<file path="src/rtl/fpu_pkg.sv">
// Shared FPU types and constants for the float <-> int conversion paths.
package fpu_pkg;

  // RISC-V rounding-mode encoding; values 5-7 fall through to truncation.
  typedef enum logic [2:0] {
    RM_RNE = 3'd0,
    RM_RTZ = 3'd1,
    RM_RDN = 3'd2,
    RM_RUP = 3'd3,
    RM_RMM = 3'd4
  } rm_e;

  // Float -> int converter sequencing.
  typedef enum logic [2:0] {
    GET_A  = 3'd0,
    UNPACK = 3'd1,
    ALIGN  = 3'd2,
    ROUND  = 3'd3,
    PACK   = 3'd4,
    PUT_Z  = 3'd5
  } f2i_state_e;

  localparam logic [31:0] INT32_MAX = 32'h7FFF_FFFF;
  localparam logic [31:0] INT32_MIN = 32'h8000_0000;
  localparam int          F32_BIAS  = 127;

  // A magnitude no int32 can hold; loading it makes the final range check saturate.
  localparam logic [32:0] M_SATURATE = 33'h1_0000_0000;

  // The only binary32 value with exponent 31 that still fits in int32: -2^31.
  localparam logic [31:0] F32_NEG_2P31 = 32'hCF00_0000;

  // Exponent field all ones: infinity or NaN.
  function automatic logic f32_exp_max(input logic [31:0] f);
    return (f[30:23] == 8'hFF);
  endfunction

  // Exponent all ones with a non-zero fraction.
  function automatic logic f32_is_nan(input logic [31:0] f);
    return f32_exp_max(f) && (f[22:0] != 23'd0);
  endfunction

endpackage

</file>
<file path="src/rtl/f2i_round_dec.sv">
// Rounding-increment decision from sign, guard, sticky and result LSB.
// Shared by the float->int and int->float rounding steps.
module f2i_round_dec
  import fpu_pkg::*;
(
  input  logic       s,
  input  logic       g,
  input  logic       st,
  input  logic       lsb,
  input  logic [2:0] rm,
  output logic       inc
);

  // Pick the increment for the active rounding mode; unknown modes truncate.
  always_comb begin
    inc = 1'b0;
    case (rm)
      RM_RNE:  inc = g & (st | lsb);
      RM_RTZ:  inc = 1'b0;
      RM_RDN:  inc = s & (g | st);
      RM_RUP:  inc = ~s & (g | st);
      RM_RMM:  inc = g;
      default: inc = 1'b0;
    endcase
  end

endmodule

</file>
<file path="src/rtl/float_to_int.sv">
// Multi-cycle binary32 -> int32 converter (FCVT.W.S) with stb/ack handshakes.
// The significand is shifted right one bit per cycle until its binary point
// sits below bit 0, then rounded, range-checked and negated if needed.
module float_to_int
  import fpu_pkg::*;
(
  input  logic        clk,
  input  logic        rst,
  input  logic [31:0] input_a,
  input  logic [2:0]  rm,
  input  logic        input_a_stb,
  output logic        input_a_ack,
  output logic [31:0] output_z,
  output logic        output_z_nv,
  output logic        output_z_nx,
  output logic        output_z_stb,
  input  logic        output_z_ack
);

  f2i_state_e         state_reg;
  logic [31:0]        a_reg;
  logic [2:0]         rm_reg;
  logic               s_reg;
  logic signed [9:0]  e_reg;
  logic [32:0]        m_reg;
  logic               g_reg;
  logic               st_reg;

  logic signed [9:0]  exp_unb;
  logic               a_nan;
  logic               a_inf;
  logic               a_big;
  logic               a_tiny;
  logic               round_inc;

  // Decode the captured operand for the UNPACK step.
  always_comb begin
    exp_unb = $signed({2'b00, a_reg[30:23]}) - $signed(10'(F32_BIAS));
    a_nan   = f32_is_nan(a_reg);
    a_inf   = f32_exp_max(a_reg) && !a_nan;
    a_big   = (exp_unb >= 10'sd31);
    a_tiny  = (exp_unb < -10'sd1);
  end

  f2i_round_dec u_round_dec (
    .s   (s_reg),
    .g   (g_reg),
    .st  (st_reg),
    .lsb (m_reg[0]),
    .rm  (rm_reg),
    .inc (round_inc)
  );

  // Conversion sequencer with registered handshake and result outputs.
  always_ff @(posedge clk or negedge rst) begin
    if (!rst) begin
      state_reg    <= GET_A;
      a_reg        <= '0;
      rm_reg       <= '0;
      s_reg        <= 1'b0;
      e_reg        <= '0;
      m_reg        <= '0;
      g_reg        <= 1'b0;
      st_reg       <= 1'b0;
      input_a_ack  <= 1'b0;
      output_z     <= '0;
      output_z_nv  <= 1'b0;
      output_z_nx  <= 1'b0;
      output_z_stb <= 1'b0;
    end else begin
      case (state_reg)
        GET_A: begin
          input_a_ack <= 1'b1;
          if (input_a_stb && input_a_ack) begin
            a_reg       <= input_a;
            rm_reg      <= rm;
            input_a_ack <= 1'b0;
            state_reg   <= UNPACK;
          end
        end

        UNPACK: begin
          s_reg  <= a_reg[31];
          g_reg  <= 1'b0;
          st_reg <= 1'b0;
          if (a_nan) begin
            // NaN always saturates positive regardless of its sign bit.
            s_reg     <= 1'b0;
            m_reg     <= M_SATURATE;
            state_reg <= PACK;
          end else if (a_inf) begin
            m_reg     <= M_SATURATE;
            state_reg <= PACK;
          end else if (a_big) begin
            // -2^31 is representable; every other |x| >= 2^31 overflows.
            m_reg     <= (a_reg == F32_NEG_2P31) ? {1'b0, INT32_MIN} : M_SATURATE;
            state_reg <= PACK;
          end else if (a_tiny) begin
            // |x| < 0.5: only the sticky bit survives (zero stays exact).
            m_reg     <= '0;
            st_reg    <= (a_reg[30:0] != 31'd0);
            state_reg <= ROUND;
          end else begin
            // Hidden one at bit 31: value = m * 2^(e-31).
            m_reg     <= {1'b0, 1'b1, a_reg[22:0], 8'b0};
            e_reg     <= exp_unb;
            state_reg <= ALIGN;
          end
        end

        ALIGN: begin
          m_reg  <= {2'b00, m_reg[31:1]};
          g_reg  <= m_reg[0];
          st_reg <= st_reg | g_reg;
          e_reg  <= e_reg + 10'sd1;
          // This shift brings e to 31, so the integer part is fully aligned.
          if (e_reg == 10'sd30) begin
            state_reg <= ROUND;
          end
        end

        ROUND: begin
          m_reg     <= m_reg + {32'd0, round_inc};
          state_reg <= PACK;
        end

        PACK: begin
          if (!s_reg && (m_reg > {1'b0, INT32_MAX})) begin
            output_z    <= INT32_MAX;
            output_z_nv <= 1'b1;
            output_z_nx <= 1'b0;
          end else if (s_reg && (m_reg > {1'b0, INT32_MIN})) begin
            output_z    <= INT32_MIN;
            output_z_nv <= 1'b1;
            output_z_nx <= 1'b0;
          end else begin
            output_z    <= s_reg ? (32'd0 - m_reg[31:0]) : m_reg[31:0];
            output_z_nv <= 1'b0;
            output_z_nx <= g_reg | st_reg;
          end
          output_z_stb <= 1'b1;
          state_reg    <= PUT_Z;
        end

        PUT_Z: begin
          if (output_z_stb && output_z_ack) begin
            output_z_stb <= 1'b0;
            input_a_ack  <= 1'b1;
            state_reg    <= GET_A;
          end
        end

        default: begin
          input_a_ack  <= 1'b0;
          output_z_stb <= 1'b0;
          state_reg    <= GET_A;
        end
      endcase
    end
  end

endmodule
</file>
<file path="config.mk">
export PLATFORM = sky130hd
export DESIGN_NAME = float_to_int
export DESIGN_NICKNAME = d
export VERILOG_FILES = /design/src/rtl/fpu_pkg.sv /design/src/rtl/f2i_round_dec.sv /design/src/rtl/float_to_int.sv
export SDC_FILE = /design/constraint.sdc
export NUM_CORES = 1
export LEC_CHECK = 0
export ABC_AREA = 1
export CORE_ASPECT_RATIO = 0.7
export CORE_UTILIZATION = 40
export DETAILED_ROUTE_END_ITERATION = 10
export MAX_ROUTING_LAYER = met4
export SLEW_MARGIN = 10
export SYNTH_ARGS = -nofsm -noshare
export SYNTH_HDL_FRONTEND = slang
export SYNTH_HIERARCHICAL = 1
export SYNTH_SLANG_ARGS = --single-unit
</file>
<file path="constraint.sdc">
create_clock -name clk -period 1.9 [get_ports clk]
set_input_delay 0.475 -clock clk [delete_from_list [all_inputs] [get_ports clk]]
set_output_delay 0.475 -clock clk [all_outputs]
set_load 0.1 [all_outputs]
</file>
Word level (Yosys, flattened, before mapping)
Index checks and enable logic that the tools add are counted.
Storage, ports and cells
  flip-flop bits (word level): 120
  input port bits: 39
  output and inout port bits: 36
Cells by class
  add/subtract/negate cells: 4
  $lt $le $gt $ge: 4
  eq/ne operators: 18
  muxes and demuxes: 39
  bitwise operators: 8
  reduce and logical (&&, ||, !) cells: 21
Operator list (number)
  33-bit 2-to-1 mux: 4
  32-bit 2-to-1 mux: 4
  33-bit case mux with 3 select lines: 1
  10-bit 2-to-1 mux: 4
  33-bit by 1-bit adder with 33-bit output: 1
  33-bit by 31-bit > comparator with 1-bit output, second input constant: 1
  33-bit by 32-bit > comparator with 1-bit output, second input constant: 1
  32-bit equality test, second input constant: 1
  1-bit by 32-bit subtractor with 32-bit output, first input constant: 1
  31-bit nonzero test: 1
  23-bit nonzero test: 1
  10-bit case mux with 2 select lines: 1
  3-bit 2-to-1 mux: 6
  3-bit case mux with 6 select lines: 1
  2-bit != test, second input constant: 7
  1-bit 2-to-1 mux: 13
  3-bit by 2-bit equality test with 1-bit output, second input constant: 4
  10-bit by 2-bit adder with 10-bit output, second input constant: 1
  10-bit by 6-bit equality test with 1-bit output, second input constant: 1
  3-bit equality test, second input constant: 3
  9-bit by 6-bit >= comparator with 1-bit output, second input constant: 1
  9-bit by 1-bit < comparator with 1-bit output, second input constant: 1
  8-bit by 7-bit subtractor with 9-bit output, second input constant: 1
  8-bit equality test, second input constant: 1
  other kinds (16): 33

Longest topological paths before layout
Gate-level depths: netlist (run 1).
  depth in word-level cells: 7
  gate-level depth with buffers: 18

Modules after synthesis
Netlist (run 1), hierarchy kept.
By module, submodules not included
  float_to_int: times used 1, cells an instance 1128, area an instance 8036.5 µm², seq. area each 3002.9 µm²
  f2i_round_dec: times used 1, cells an instance 18, area an instance 67.6 µm², seq. area each 0.0 µm²

Worst setup path after synthesis (run 1)
OpenSTA, ideal clock, no wires.
  path kind: register -> register
  start: reg rm_reg[1]
  end: reg m_reg[24]
  arrival: 1992 ps
  path slack: -165 ps
  stages on the path, launching flop included: 18
  path buffers: 0
  clock period less this slack: 2065 ps
  cell sequence: dfrtp_1 -> inv_1 -> nand2_1 -> nor2_1 -> nand2_1 -> nand2_1 -> ha_1 -> ha_1 -> nand3_1 -> inv_1 -> nand2_1 -> nor2_1 -> inv_1 -> nor2_1 -> a21oi_1 -> o21ai_0 -> inv_1 -> a21oi_2
Between the ends
  longest elaborated chain between the ends: 4
  elaborated cells between the ends (all ways): 7
  those cells by class: 1 x add/sub; 3 x eq/ne; 2 x mux; 1 x reduce/logical
RTL lines
  start: declaration: line float_to_int.sv:22  | logic [2:0] rm_reg;
  start signal: assignment: line float_to_int.sv:76  | rm_reg <= rm;
  3-bit equality test (tied with other cells): line f2i_round_dec.sv:17  | case (rm)
  1-bit case mux with 4 select lines (*): line f2i_round_dec.sv:17
  named net round_inc: line float_to_int.sv:34  | logic round_inc;
  33-bit by 1-bit adder with 33-bit output (*): line float_to_int.sv:123  | m_reg <= m_reg + {32'd0, round_inc};
  33-bit case mux with 3 select lines (*): line float_to_int.sv:71  | case (state_reg)
  end signal: assignment: line float_to_int.sv:96  | m_reg <= (a_reg == F32_NEG_2P31) ? {1'b0, INT32_MIN} : M_SATURATE;
  end signal: assignment: line float_to_int.sv:112  | m_reg <= {2'b00, m_reg[31:1]};
  end signal: assignment: line float_to_int.sv:123
  end: declaration: line float_to_int.sv:25  | logic [32:0] m_reg;
Mark *: on every way through the listed nets, which the timed path passes. The rest lies on a longest branch.
A chain may end at the register's enable or synchronous reset.

Final worst setup path (run 1)
  start: reg rm_reg[2]
  end: reg m_reg[26]
Same word-level chain as after synthesis.

==> results of run 1 <==
layer usage:
metal  global-route usage, %  vias up  part of all wire, %
met2                   42.14      265                   44
met1                   40.84     4102                   49
met4                   7.412        0                  1.3
li1                        -     4257                    -
met3                   5.773       35                  6.6
met5                       -        -                    0
logic make-up after synthesis:
| logic type | Yosys count |
|---|---|
| AO/OA/AOI/OAI | 186 |
| buffers and inverters | 180 |
| AND/OR/NAND/NOR | 620 |
| XOR/XNOR | 25 |
| adder cells (fa/ha/maj) | 8 |
| flip-flops | 120 |
| multiplexers | 7 |
power breakdown:
part / internal, mW / total (mW) / switching [mW]
Clock: 1.97 / 3.27 / 1.30
Combinational: 6.76 / 16.7 / 9.95
Sequential: 3.76 / 5.12 / 1.36
synth_stat cells (all sizes together) (6+ instances only):
cell type | n | share of area (%)
o211ai | 18 | 1.7
mux2 | 6 | 0.83
nand3 | 125 | 9.1
clkbuf | 21 | 0.97
a31oi | 6 | 0.65
a21oi | 111 | 7.6
dfrtp | 120 | 37
nand2 | 245 | 12
nor3 | 27 | 1.9
xor2 | 24 | 2.6
buf | 31 | 2.9
o21ai | 42 | 2.6
ha | 8 | 1.2
inv | 126 | 5.8
nor2 | 193 | 9.8
nand4 | 24 | 1.9
placed cells by master, fill, tap and decap left out, types with 6 or more instances in the layout:
master	n
sky130_fd_sc_hd__nand2_1	199
sky130_fd_sc_hd__buf_4	167
sky130_fd_sc_hd__nor2_1	161
sky130_fd_sc_hd__dfrtp_1	115
sky130_fd_sc_hd__inv_1	101
sky130_fd_sc_hd__nand3_1	80
sky130_fd_sc_hd__a21oi_1	58
sky130_fd_sc_hd__a21oi_2	53
sky130_fd_sc_hd__buf_12	46
sky130_fd_sc_hd__clkdlybuf4s50_1	37
sky130_fd_sc_hd__nand3_2	36
sky130_fd_sc_hd__inv_2	23
sky130_fd_sc_hd__nand2_2	23
sky130_fd_sc_hd__nand2_4	23
sky130_fd_sc_hd__nand4_1	23
sky130_fd_sc_hd__buf_6	23
sky130_fd_sc_hd__nor3_1	22
sky130_fd_sc_hd__xor2_1	22
sky130_fd_sc_hd__o21ai_0	20
sky130_fd_sc_hd__nor2_4	18
sky130_fd_sc_hd__o211ai_1	18
sky130_fd_sc_hd__clkbuf_16	17
sky130_fd_sc_hd__o21ai_1	16
sky130_fd_sc_hd__nor2_2	13
sky130_fd_sc_hd__nand3_4	9
sky130_fd_sc_hd__mux2_2	6
area by class of cell:
cell class              count  area, um^2  area share [%]
well taps                 270       337.8           2.708
multi-input cells         846        5122           41.06
inverters                 128       485.5           3.891
clock buffers              18       439.2           3.520
clock inverters            14       150.1           1.203
flip-flops and latches    120        3009           24.12
repair buffers            279        2932           23.50
worst reg2reg max path: stages (launching register included):
cell,delay [ps]
sky130_fd_sc_hd__dfrtp_1,380
sky130_fd_sc_hd__inv_1,60
sky130_fd_sc_hd__nand2_1,50
sky130_fd_sc_hd__nor2_2,80
sky130_fd_sc_hd__nand2_1,70
sky130_fd_sc_hd__nand2_2,80
sky130_fd_sc_hd__ha_4,150
sky130_fd_sc_hd__ha_4,150
sky130_fd_sc_hd__nand3_4,100
sky130_fd_sc_hd__nor2_4,150
sky130_fd_sc_hd__nand4_1,270
sky130_fd_sc_hd__inv_2,180
sky130_fd_sc_hd__nand4_1,100
sky130_fd_sc_hd__nand3_1,80
sky130_fd_sc_hd__nand2_1,60
sky130_fd_sc_hd__inv_2,50
sky130_fd_sc_hd__a21oi_2,40
worst paths after layout:
kind,start,end,slack [ps],cells past startpoint
min reg2reg,e_reg[8],e_reg[8],480,2
max reg2reg,rm_reg[2],m_reg[26],-270,16
min,rst,a_reg[12],390,2
max,rm_reg[2],m_reg[26],-270,16
max in group asynchronous,rst,m_reg[0],840,3
min in group clk,e_reg[8],e_reg[8],480,2
timing repair:
item	4_1_cts	5_1_grt
pin swaps	67	47
gates cloned	3	0
hold buffers	1	0
setup buffers	18	13
endpoints found under the setup margin	70	76
hold endpoints to repair	3	0
resized for setup	185	63
==> metrics.md, run 1 <==
| Metric | Value |
|---|---|
| Starting Density | `between 40% and 50%` |
| Overall via count from detail_route | `approximately 8,700` |
| Synth Area in Compound Gates | `between 10 and 15%` |
| Post-layout min period | `around 2200 ps` |
| Maximum level of the CTS H-tree | `4` |
| Leading register cell type out of synthesis | `sky130_fd_sc_hd__dfrtp_1` |
| Number of placement rows | `43` |
| Nature of the critical path endpoint | `flop` |
| # port buffers | `74` |
| Violations in the final reports | `negative setup slack` |
| Core box area | `0.01985 mm^2` |
| Maximum number of pins on one net before global-route repair | `62` |
| Summed area of non-filler cells in the final layout | `about 0.012 mm^2` |
| Number of storage elements in the synthesis netlist | `120` |
| Longest Clk Path Bufs | `2` |
| I/O pins | `75` |
| Power consumption | `between 20 and 30 mW` |
| Post-synthesis cell type count | `just under 50` |
| Fraction of synthesized area in multiplexers | `0.9572%` |
| Pins over their slew limit | `0` |
| Crit-path leading delay family | `simple AND/OR/NAND/NOR gates` |
| Class of the tightest hold or removal check | `in2async` |
| Clock tree from TritonCTS | `built` |
| Drt first pass iters | `5` |
| Area after DPL | `about 0.011 mm^2` |
| Post-detailed-route DRC marker count | `0` |
| Detail Placement HPWL | `between 20,000 and 25,000 um` |
| Clock latency reported for the late side of the worst-skew pair | `roughly 440 ps` |
| Post-placement setup slack | `-365.0 ps` |
| Xor/xnor share of the synthesized area | `under 10%` |
| Total gr overflow | `0` |
| WL/cell | `between 15 and 20 um` |
| Worst stage delay on the critical path | `380 ps` |
| CTS buffer count | `17` |
| First-pass GRT wire length | `between 40,000 and 50,000 um` |
| Period utilisation layout | `114.4%` |
| Post-Syn Area | `about 0.0081 mm^2` |
| Mean post-synth cell area | `about 7 um^2` |
| Layout-stage area growth over the synthesis result | `53.94%` |
| Post-Route Skew | `between 10 and 15 ps` |
| DIE HEIGHT | `121.1 um` |
| Worst IR Drop VDD | `1176 uV` |
| Worst Setup Slack, final | `-272.8 ps` |
| RSZ-0062 raised after global routing | `yes` |
| Library cell appearing most often on the critical path | `sky130_fd_sc_hd__nand2_1` |
| Pwr per Cell Area | `2012 mW/mm^2` |
| Normalized max-slew margin | `approximately 67%` |
| Req. time, crit path | `roughly 2200 ps` |
| Total of warnings raised by yosys | `6` |
| Worst slew pin tran | `~490 ps` |
| Vias per cell | `5.170` |
| Violation count after the first detailed-routing iteration | `703` |
| Endpoints failing hold | `0` |
| DRT antenna net count | `0` |
| Max_cap viols | `0` |
| GRT Util Overall | `between 20 and 30%` |
| Ratio of cells with drive above 1 in the final layout | `36.37%` |
| Instance count of the mapped netlist | `roughly 1,100` |
| Worst-path cell chain | `inv_1 -> nand2_1 -> nor2_2 -> nand2_1 -> nand2_2 -> ha_4 -> ha_4 -> nand3_4 -> nor2_4 -> nand4_1 -> inv_2 -> nand4_1 -> nand3_1 -> nand2_1 -> inv_2 -> a21oi_2` |
| Clock sinks | `120` |
| Fillers | `~1,800` |
| Area share of and/or/nand/nor cells after synthesis | `between 30% and 40%` |
| Gpl congestion | `0.9840` |
| Syn Nets | `about 1,200` |
| Ant diodes | `0` |
| Root buffer cell | `sky130_fd_sc_hd__clkbuf_16` |
| Finish-stage setup viols | `72` |
| Die width | `172.1 um` |
| Adder-cell area share of the yosys netlist | `1.235%` |
| Fraction of registers with async set/reset | `between 90% and 100%` |
| Critical path class | `reg2reg` |
| Cell at the slowest stage of the critical path | `sky130_fd_sc_hd__dfrtp_1` |
| Startpoint kind of the worst setup timing path | `flop` |
| Setup TNS after final layout | `-8901 ps` |
| Final Hold Slack | `about 400 ps` |
| Utilization of the core after routing | `62.84%` |
| Flip-flop count of the largest register, all copies and words added | `33` |
| Leakage Power | `approximately 5.7 nW` |
| Number of cells after detailed placement | `1,614` |
| F_max | `approximately 0.46 GHz` |
| Post-synth EDFFs | `0` |
| Final wirelength | `27,660 um` |
| Run status | `finished, violations left` |
| Antenna violations before repair | `0` |
| Largest fanout on the critical path | `4` |
| Arrival time of the worst setup path | `2500 ps` |
| Largest family of logic cells by synthesized area | `simple AND/OR/NAND/NOR gates` |
| Area of the die | `between 0.02 and 0.025 mm^2` |
| Final Instance Count excl. Fillers | `~1,700` |
| Number of buffers and inverters on the critical path | `3` |
| Clk pin slew, worst setup/hold paths | `60 ps` |
| Vias in the first global route | `between 8,000 and 9,000` |
| Net count of the finished layout | `about 1,400` |
| Share of the yosys chip area belonging to registers | `between 30% and 40%` |
Note: power is estimated with default switching activity, not from simulation.
==> inputs of run 2 (changes only) <==
CTS_BUF_LIST = sky130_fd_sc_hd__clkbuf_4   (was default)
==> run 2 against run 1 <==
The run still ends with negative setup slack left. Critical endpoint unchanged. Largest power group unchanged. Flip-flop and latch count unchanged. Register-to-register slack worse by 70 ps. Largest cell class unchanged. Sequential power about the same. Routed wire length up 1.4%. Global-route usage about the same. Hold slack worse by 170 ps.
==> metrics.md, run 2 (same netlist as run 1, synthesis figures left out) <==
| Metric | Value |
|---|---|
| Run status | `finished, violations left` |
| Violations in the final reports | `negative setup slack` |
| Nature of the critical path endpoint | `flop` |
| RSZ-0062 raised after global routing | `yes` |
| Maximum number of pins on one net before global-route repair | `62 (unchanged)` |
| Worst IR Drop VDD | `1064 uV (-9.5%)` |
| Commonest non-fill, non-tap cell in the layout | `sky130_fd_sc_hd__nand2_1` |
| First-pass GRT wire length | `44,290 um (-0.29%)` |
| Pins over their slew limit | `0 (unchanged)` |
| Worst reg2reg setup slack | `-340 ps (-70 ps)` |
| Routed metal-1 wire length | `13,780 um (+2.7%)` |
| CTS buffer count | `17 (unchanged)` |
| Req. time, crit path | `2380 ps (+160 ps)` |
| Number of placement rows | `43 (unchanged)` |
| Worst slew pin tran | `485.1 ps (-8.219 ps)` |
| Clock latency reported for the late side of the worst-skew pair | `590 ps (+150 ps)` |
| Antenna violations before repair | `0 (unchanged)` |
| Largest fanout on the critical path | `4 (unchanged)` |
| Period utilisation layout | `118.0% (+3.6 points)` |
| Cell at the slowest stage of the critical path | `sky130_fd_sc_hd__dfrtp_1` |
| Arrival time of the worst setup path | `2720 ps (+220 ps)` |
| Leakage Power | `5.695 nW (-0.76%)` |
| Detail Placement HPWL | `20,240 um (unchanged)` |
| Number of cells after detailed placement | `1,614 (unchanged)` |
| Startpoint kind of the worst setup timing path | `flop` |
| Post-layout min period | `2241 ps (+68.50 ps)` |
| Die width | `172.1 um (unchanged)` |
| Length of routed met3 wiring | `1737 um (-5.1%)` |
| DIE HEIGHT | `121.1 um (unchanged)` |
| Pwr per Cell Area | `1952 mW/mm^2 (-3.0%)` |
| Clock tree from TritonCTS | `built` |
| Launch instance of the worst register-to-register path | `rm_reg[2]` |
| Worst-path cell chain | `inv_1 -> nand2_1 -> nor2_2 -> nand2_1 -> nand2_2 -> ha_4 -> ha_4 -> nand3_4 -> nor2_4 -> nand4_1 -> inv_2 -> nand4_1 -> nand3_1 -> nand2_1 -> inv_2 -> a21oi_2` |
| Post-detailed-route DRC marker count | `0 (unchanged)` |
| Core box area | `0.01985 mm^2 (unchanged)` |
| Layout-stage area growth over the synthesis result | `53.91% (about the same)` |
| Finish-stage setup viols | `70 (-2.8%)` |
| Vias per cell | `5.153 (-0.31%)` |
| Top routing layer used | `met4` |
| FF-to-FF path depth | `16 (unchanged)` |
| Net count of the finished layout | `1,458 (+1.3%)` |
| GRT Util Overall | `28.94% (about the same)` |
| Flip-flop count of the largest register, all copies and words added | `33 (unchanged)` |
| Most used cells in the layout excluding fill and tap cells | `sky130_fd_sc_hd__nand2_1, sky130_fd_sc_hd__buf_4, sky130_fd_sc_hd__nor2_1` |
| Ratio of cells with drive above 1 in the final layout | `38.62% (+2.3 points)` |
| Overall via count from detail_route | `8,730 (+0.82%)` |
| Setup TNS after final layout | `-9182 ps (-281.8 ps)` |
| Worst Setup Slack, final | `-341.3 ps (-68.50 ps)` |
| Area of the die | `0.02084 mm^2 (unchanged)` |
| DRT antenna net count | `0 (unchanged)` |
| Total gr overflow | `0 (unchanged)` |
| Final wirelength | `28,050 um (+1.4%)` |
| Clk pin slew, worst setup/hold paths | `120 ps (+60 ps)` |
| I/O pins | `75 (unchanged)` |
| Final Instance Count excl. Fillers | `1,694 (+1.1%)` |
| Ant diodes | `0 (unchanged)` |
| Gpl congestion | `0.9840 (unchanged)` |
| F_max | `0.4462 GHz (-3.1%)` |
| Critical path class | `reg2reg` |
| Post-Route Skew | `25.60 ps (+14.88 ps)` |
| Endpoints failing hold | `0 (unchanged)` |
| Normalized max-slew margin | `67.36% (+0.55 points)` |
| Library cell appearing most often on the critical path | `sky130_fd_sc_hd__nand2_1` |
| Root buffer cell | `sky130_fd_sc_hd__clkbuf_4` |
| Max_cap viols | `0 (unchanged)` |
| Class of the tightest hold or removal check | `in2async` |
| WL/cell | `16.56 um (+0.28%)` |
| Worst stage delay on the critical path | `410 ps (+30 ps)` |
| Final Hold Slack | `225.9 ps (-168.2 ps)` |
| Met2 layer wire length in the routed design | `12,300 um (+2.0%)` |
| # port buffers | `74 (unchanged)` |
| Drt first pass iters | `5 (unchanged)` |
| Vias in the first global route | `8,373 (-0.40%)` |
| Capture point of the worst reg-to-reg path | `m_reg[26]` |
| Starting Density | `40.82% (unchanged)` |
| Maximum level of the CTS H-tree | `4 (unchanged)` |
| Violation count after the first detailed-routing iteration | `652 (-7.3%)` |
| Power consumption | `24.35 mW (-3.0%)` |
| Longest Clk Path Bufs | `2 (unchanged)` |
| Clock sinks | `120 (unchanged)` |
[run 2: cell count changes in the layout (fill, tap and decap cells not counted), sizes merged]
cell	change
buf	+19
clkinv	+1
bufbuf	-1
[run 2: critical path, delay by kind of cell, from the launching register on]
family | cells | cell delay [ps]
simple gates | 10 | 1110
flops | 1 | 410
buf+inv | 3 | 300
fa+ha+maj | 2 | 300
compound gates | 1 | 40
[run 2: what timing repair did]
action / 4_1_cts / 5_1_grt
pin swaps: 70 / 52
hold endpoints to repair: 111 / 0
buffers inserted: 27 / 24
gates cloned: 4 / 1
setup endpoints to repair: 70 / 77
hold buffers: 1 / 0
resized for setup: 195 / 86
[run 2: worst max path at each step]
stage | startpoint | to | slack [ps] | depth (start not counted)
after floorplan | rm_reg[1] | m_reg[24] | -40 | 17
after detailed placement | rm_reg[2] | m_reg[22] | -370 | 15
after CTS | m_reg[0] | output_z[1] | -240 | 13
after global placement | rm_reg[1] | m_reg[22] | -310 | 15
final | rm_reg[2] | m_reg[26] | -340 | 16
after global routing | rm_reg[2] | m_reg[22] | -530 | 15
[run 2: cell type report]
class | count | area [um^2]
well taps | 270 | 337.8
clock buffers | 17 | 127.6
repair buffers | 298 | 3143
clock inverters | 15 | 153.9
inverters | 128 | 488.0
fillers | 1749 | 7380
multi-input cells | 846 | 5205
flip-flops and latches | 120 | 3018
[run 2: power breakdown]
group	total (mW)	internal [mW]	switching, mW
clock	1.91	0.780	1.13
sequential	5.14	3.76	1.38
combinational	17.3	7.17	10.1
[run 2: routing by layer]
layer  global-route usage [%]  vias to the layer above
li1                         -                     4289
met1                    40.85                     4157
met2                    41.81                      257
met3                    7.371                       27
met4                    5.420                        0
met5                        -                        -
[run 2: per-stage QoR]
stage	worst slack [ps]	util [%]	cell area, um^2
5_1_grt	-529.0	62.83	12470
4_1_cts	-236.7	60.81	12070
6_report	-341.3	62.83	12470
2_1_floorplan	-38.92	-	8139
3_3_place_gp	-311.8	53.97	10710
3_5_place_dp	-365.0	53.97	10710
==> inputs of run 3 (changes only) <==
clock period = 2.6 ns   (was 1.9 ns; I/O delays follow)
==> run 3 against run 2 <==
The flow now finishes without violations. Total power decreased by 46%. Highest routed layer unchanged. Fmax decreased by 8.3%. Via count decreased by 11%. Clock power decreased by 32%. Cell count decreased by 12%. Sequential share of layout area increased by 8.0 points. Worst setup slack improved by 500 ps. Global-route usage decreased by 3.4 points. First-iteration DRC count increased by 4.3%. Final area decreased by 25%. Core utilization decreased by 16 points. Routed wire length decreased by 14%.
==> metrics.md, run 3 (same netlist as run 1, synthesis figures left out) <==
| Metric | Value |
|---|---|
| Run status | `complete, no violations` |
| Leakage Power | `4.235 nW (-26%)` |
| GRT Util Overall | `25.52% (-3.4 points)` |
| Summed area of non-filler cells in the final layout | `0.009329 mm^2 (-25%)` |
| Flip-flop count of the largest register, all copies and words added | `33 (unchanged)` |
| DIE HEIGHT | `121.1 um (unchanged)` |
| Maximum level of the CTS H-tree | `4 (unchanged)` |
| Pwr per Cell Area | `1411 mW/mm^2 (-28%)` |
| WL/cell | `16.13 um (-2.6%)` |
| Drt first pass iters | `5 (unchanged)` |
| Clock sinks | `120 (unchanged)` |
| Most used cells in the layout excluding fill and tap cells | `sky130_fd_sc_hd__nand2_1, sky130_fd_sc_hd__nor2_1, sky130_fd_sc_hd__dfrtp_1` |
| Final Hold Slack | `63.87 ps (-162.0 ps)` |
| Normalized max-slew margin | `55.22% (-12 points)` |
| Root buffer cell | `sky130_fd_sc_hd__clkbuf_4` |
| Clk pin slew, worst setup/hold paths | `130 ps (about the same)` |
| Maximum number of pins on one net before global-route repair | `62 (unchanged)` |
| Req. time, crit path | `3070 ps (+690 ps)` |
| Ratio of cells with drive above 1 in the final layout | `15.73% (-23 points)` |
| Class of the tightest hold or removal check | `in2async` |
| Gpl congestion | `0.9755 (-0.86%)` |
| Starting Density | `40.82% (unchanged)` |
| Final wirelength | `24,150 um (-14%)` |
| Worst-path cell chain | `inv_1 -> ha_1 -> nand4_1 -> nor2_2 -> nand2_2 -> nor2_2 -> nand3_2 -> nand2_8 -> nand2_1 -> o21ai_1 -> nand2_1` |
| Number of placement rows | `43 (unchanged)` |
| # port buffers | `74 (unchanged)` |
| Worst stage delay on the critical path | `470 ps (+60 ps)` |
| Area of the die | `0.02084 mm^2 (unchanged)` |
| Ant diodes | `0 (unchanged)` |
| DRT antenna net count | `0 (unchanged)` |
| Max_cap viols | `0 (unchanged)` |
| Clock latency reported for the late side of the worst-skew pair | `590 ps (about the same)` |
| Post-layout min period | `2443 ps (+201.6 ps)` |
| Layout-stage area growth over the synthesis result | `15.12%` |
| Post-detailed-route DRC marker count | `0 (unchanged)` |
| Crit-path leading delay family | `simple AND/OR/NAND/NOR gates` |
| Startpoint kind of the worst setup timing path | `flop` |
| Fillers | `2,063 (+18%)` |
| Overall via count from detail_route | `7,776 (-11%)` |
| Total gr overflow | `0 (unchanged)` |
| Antenna violations before repair | `0 (unchanged)` |
| Cell at the slowest stage of the critical path | `sky130_fd_sc_hd__dfrtp_2` |
| Worst IR Drop VDD | `767.6 uV (-28%)` |
| Longest Clk Path Bufs | `2 (unchanged)` |
| Net count of the finished layout | `1,261 (-14%)` |
| Vias per cell | `5.194 (+0.79%)` |
| Detail Placement HPWL | `18,310 um (-9.5%)` |
| Nature of the critical path endpoint | `flop` |
| Arrival time of the worst setup path | `2910 ps (+190 ps)` |
| Utilization of the core after routing | `46.99% (-16 points)` |
| Violation count after the first detailed-routing iteration | `680 (+4.3%)` |
| Vias in the first global route | `7,263 (-13%)` |
| Commonest non-fill, non-tap cell in the layout | `sky130_fd_sc_hd__nand2_1` |
| Critical path class | `reg2reg` |
| F_max | `0.4093 GHz (-8.3%)` |
| I/O pins | `75 (unchanged)` |
| Area after DPL | `0.009027 mm^2 (-16%)` |
| Largest fanout on the critical path | `34 (+30)` |
| Pins over their slew limit | `0 (unchanged)` |
| CTS buffer count | `17 (unchanged)` |
| Endpoints failing hold | `0 (unchanged)` |
| Finish-stage setup viols | `0 (-100%)` |
| Clock tree from TritonCTS | `built` |
| First-pass GRT wire length | `39,570 um (-11%)` |
| Post-Route Skew | `24.55 ps (-1.049 ps)` |
| Die width | `172.1 um (unchanged)` |
| Period utilisation layout | `93.96% (-24 points)` |
| Number of buffers and inverters on the critical path | `1 (-2)` |
| Core box area | `0.01985 mm^2 (unchanged)` |
| Worst slew pin tran | `670.7 ps (+185.6 ps)` |
| Count of hold buffers inserted by post-cts repair | `0 (-1)` |
run 3: path summary, 6_finish.rpt:
check	from	end	slack (ps)	cells past startpoint
max	m_reg[0]	output_z[31]	160	11
min	rst	a_reg[6]	60	1
max reg2reg	m_reg[0]	output_z[31]	160	11
min reg2reg	e_reg[8]	e_reg[8]	490	2
max in group asynchronous	rst	m_reg[6]	1870	2
min in group clk	e_reg[8]	e_reg[8]	490	2
run 3: worst register-to-register path, cell delays in order, from the launching register on:
cell and delay, ps:
sky130_fd_sc_hd__dfrtp_2 470, sky130_fd_sc_hd__inv_1 130, sky130_fd_sc_hd__ha_1 310, sky130_fd_sc_hd__nand4_1 220, sky130_fd_sc_hd__nor2_2 220, sky130_fd_sc_hd__nand2_2 110
sky130_fd_sc_hd__nor2_2 180, sky130_fd_sc_hd__nand3_2 150, sky130_fd_sc_hd__nand2_8 230, sky130_fd_sc_hd__nand2_1 90, sky130_fd_sc_hd__o21ai_1 150, sky130_fd_sc_hd__nand2_1 80
run 3: metrics by stage:
stage | setup WS (ps) | power (mW) | setup TNS, ps | cells
floorplan | 534.9 | 10.04 | 0 | 1146
global placement | 100.0 | 11.83 | 0 | 1464
detailed placement | 156.0 | 11.87 | 0 | 1464
CTS | 125.3 | 13.20 | 0 | 1496
global route | -21.78 | 14.26 | -37.94 | 1497
finish | 157.1 | 13.16 | 0 | 1497
run 3: cell type report:
type / count / area, um^2 / share of cell area, %
repair buffers: 101 / 900.9 / 9.657
clock inverters: 15 / 131.4 / 1.408
clock buffers: 17 / 127.6 / 1.368
multi-input cells: 846 / 4347 / 46.59
well taps: 270 / 337.8 / 3.621
flip-flops and latches: 120 / 3004 / 32.20
inverters: 128 / 480.5 / 5.150
run 3: timing repair:
action | 4_1_cts | 5_1_grt
setup buffers | 0 | 1
setup endpoints to repair | 0 | 32
resized for setup | 0 | 14
run 3: where the power goes:
group	switching [mW]	leakage [nW]	internal (mW)	total, mW
clock	0.826	0.131	0.471	1.30
combinational	5.86	2.72	2.31	8.17
sequential	0.968	1.38	2.73	3.70
total	7.66	4.23	5.50	13.2
run 3: layer usage:
metal	GRT usage [%]	up-vias	share of wire (%)
met4	5.973	0	1.3
met2	34.83	237	41
li1	-	3892	-
met1	36.84	3625	50
met3	7.110	22	7.8
met5	-	-	0
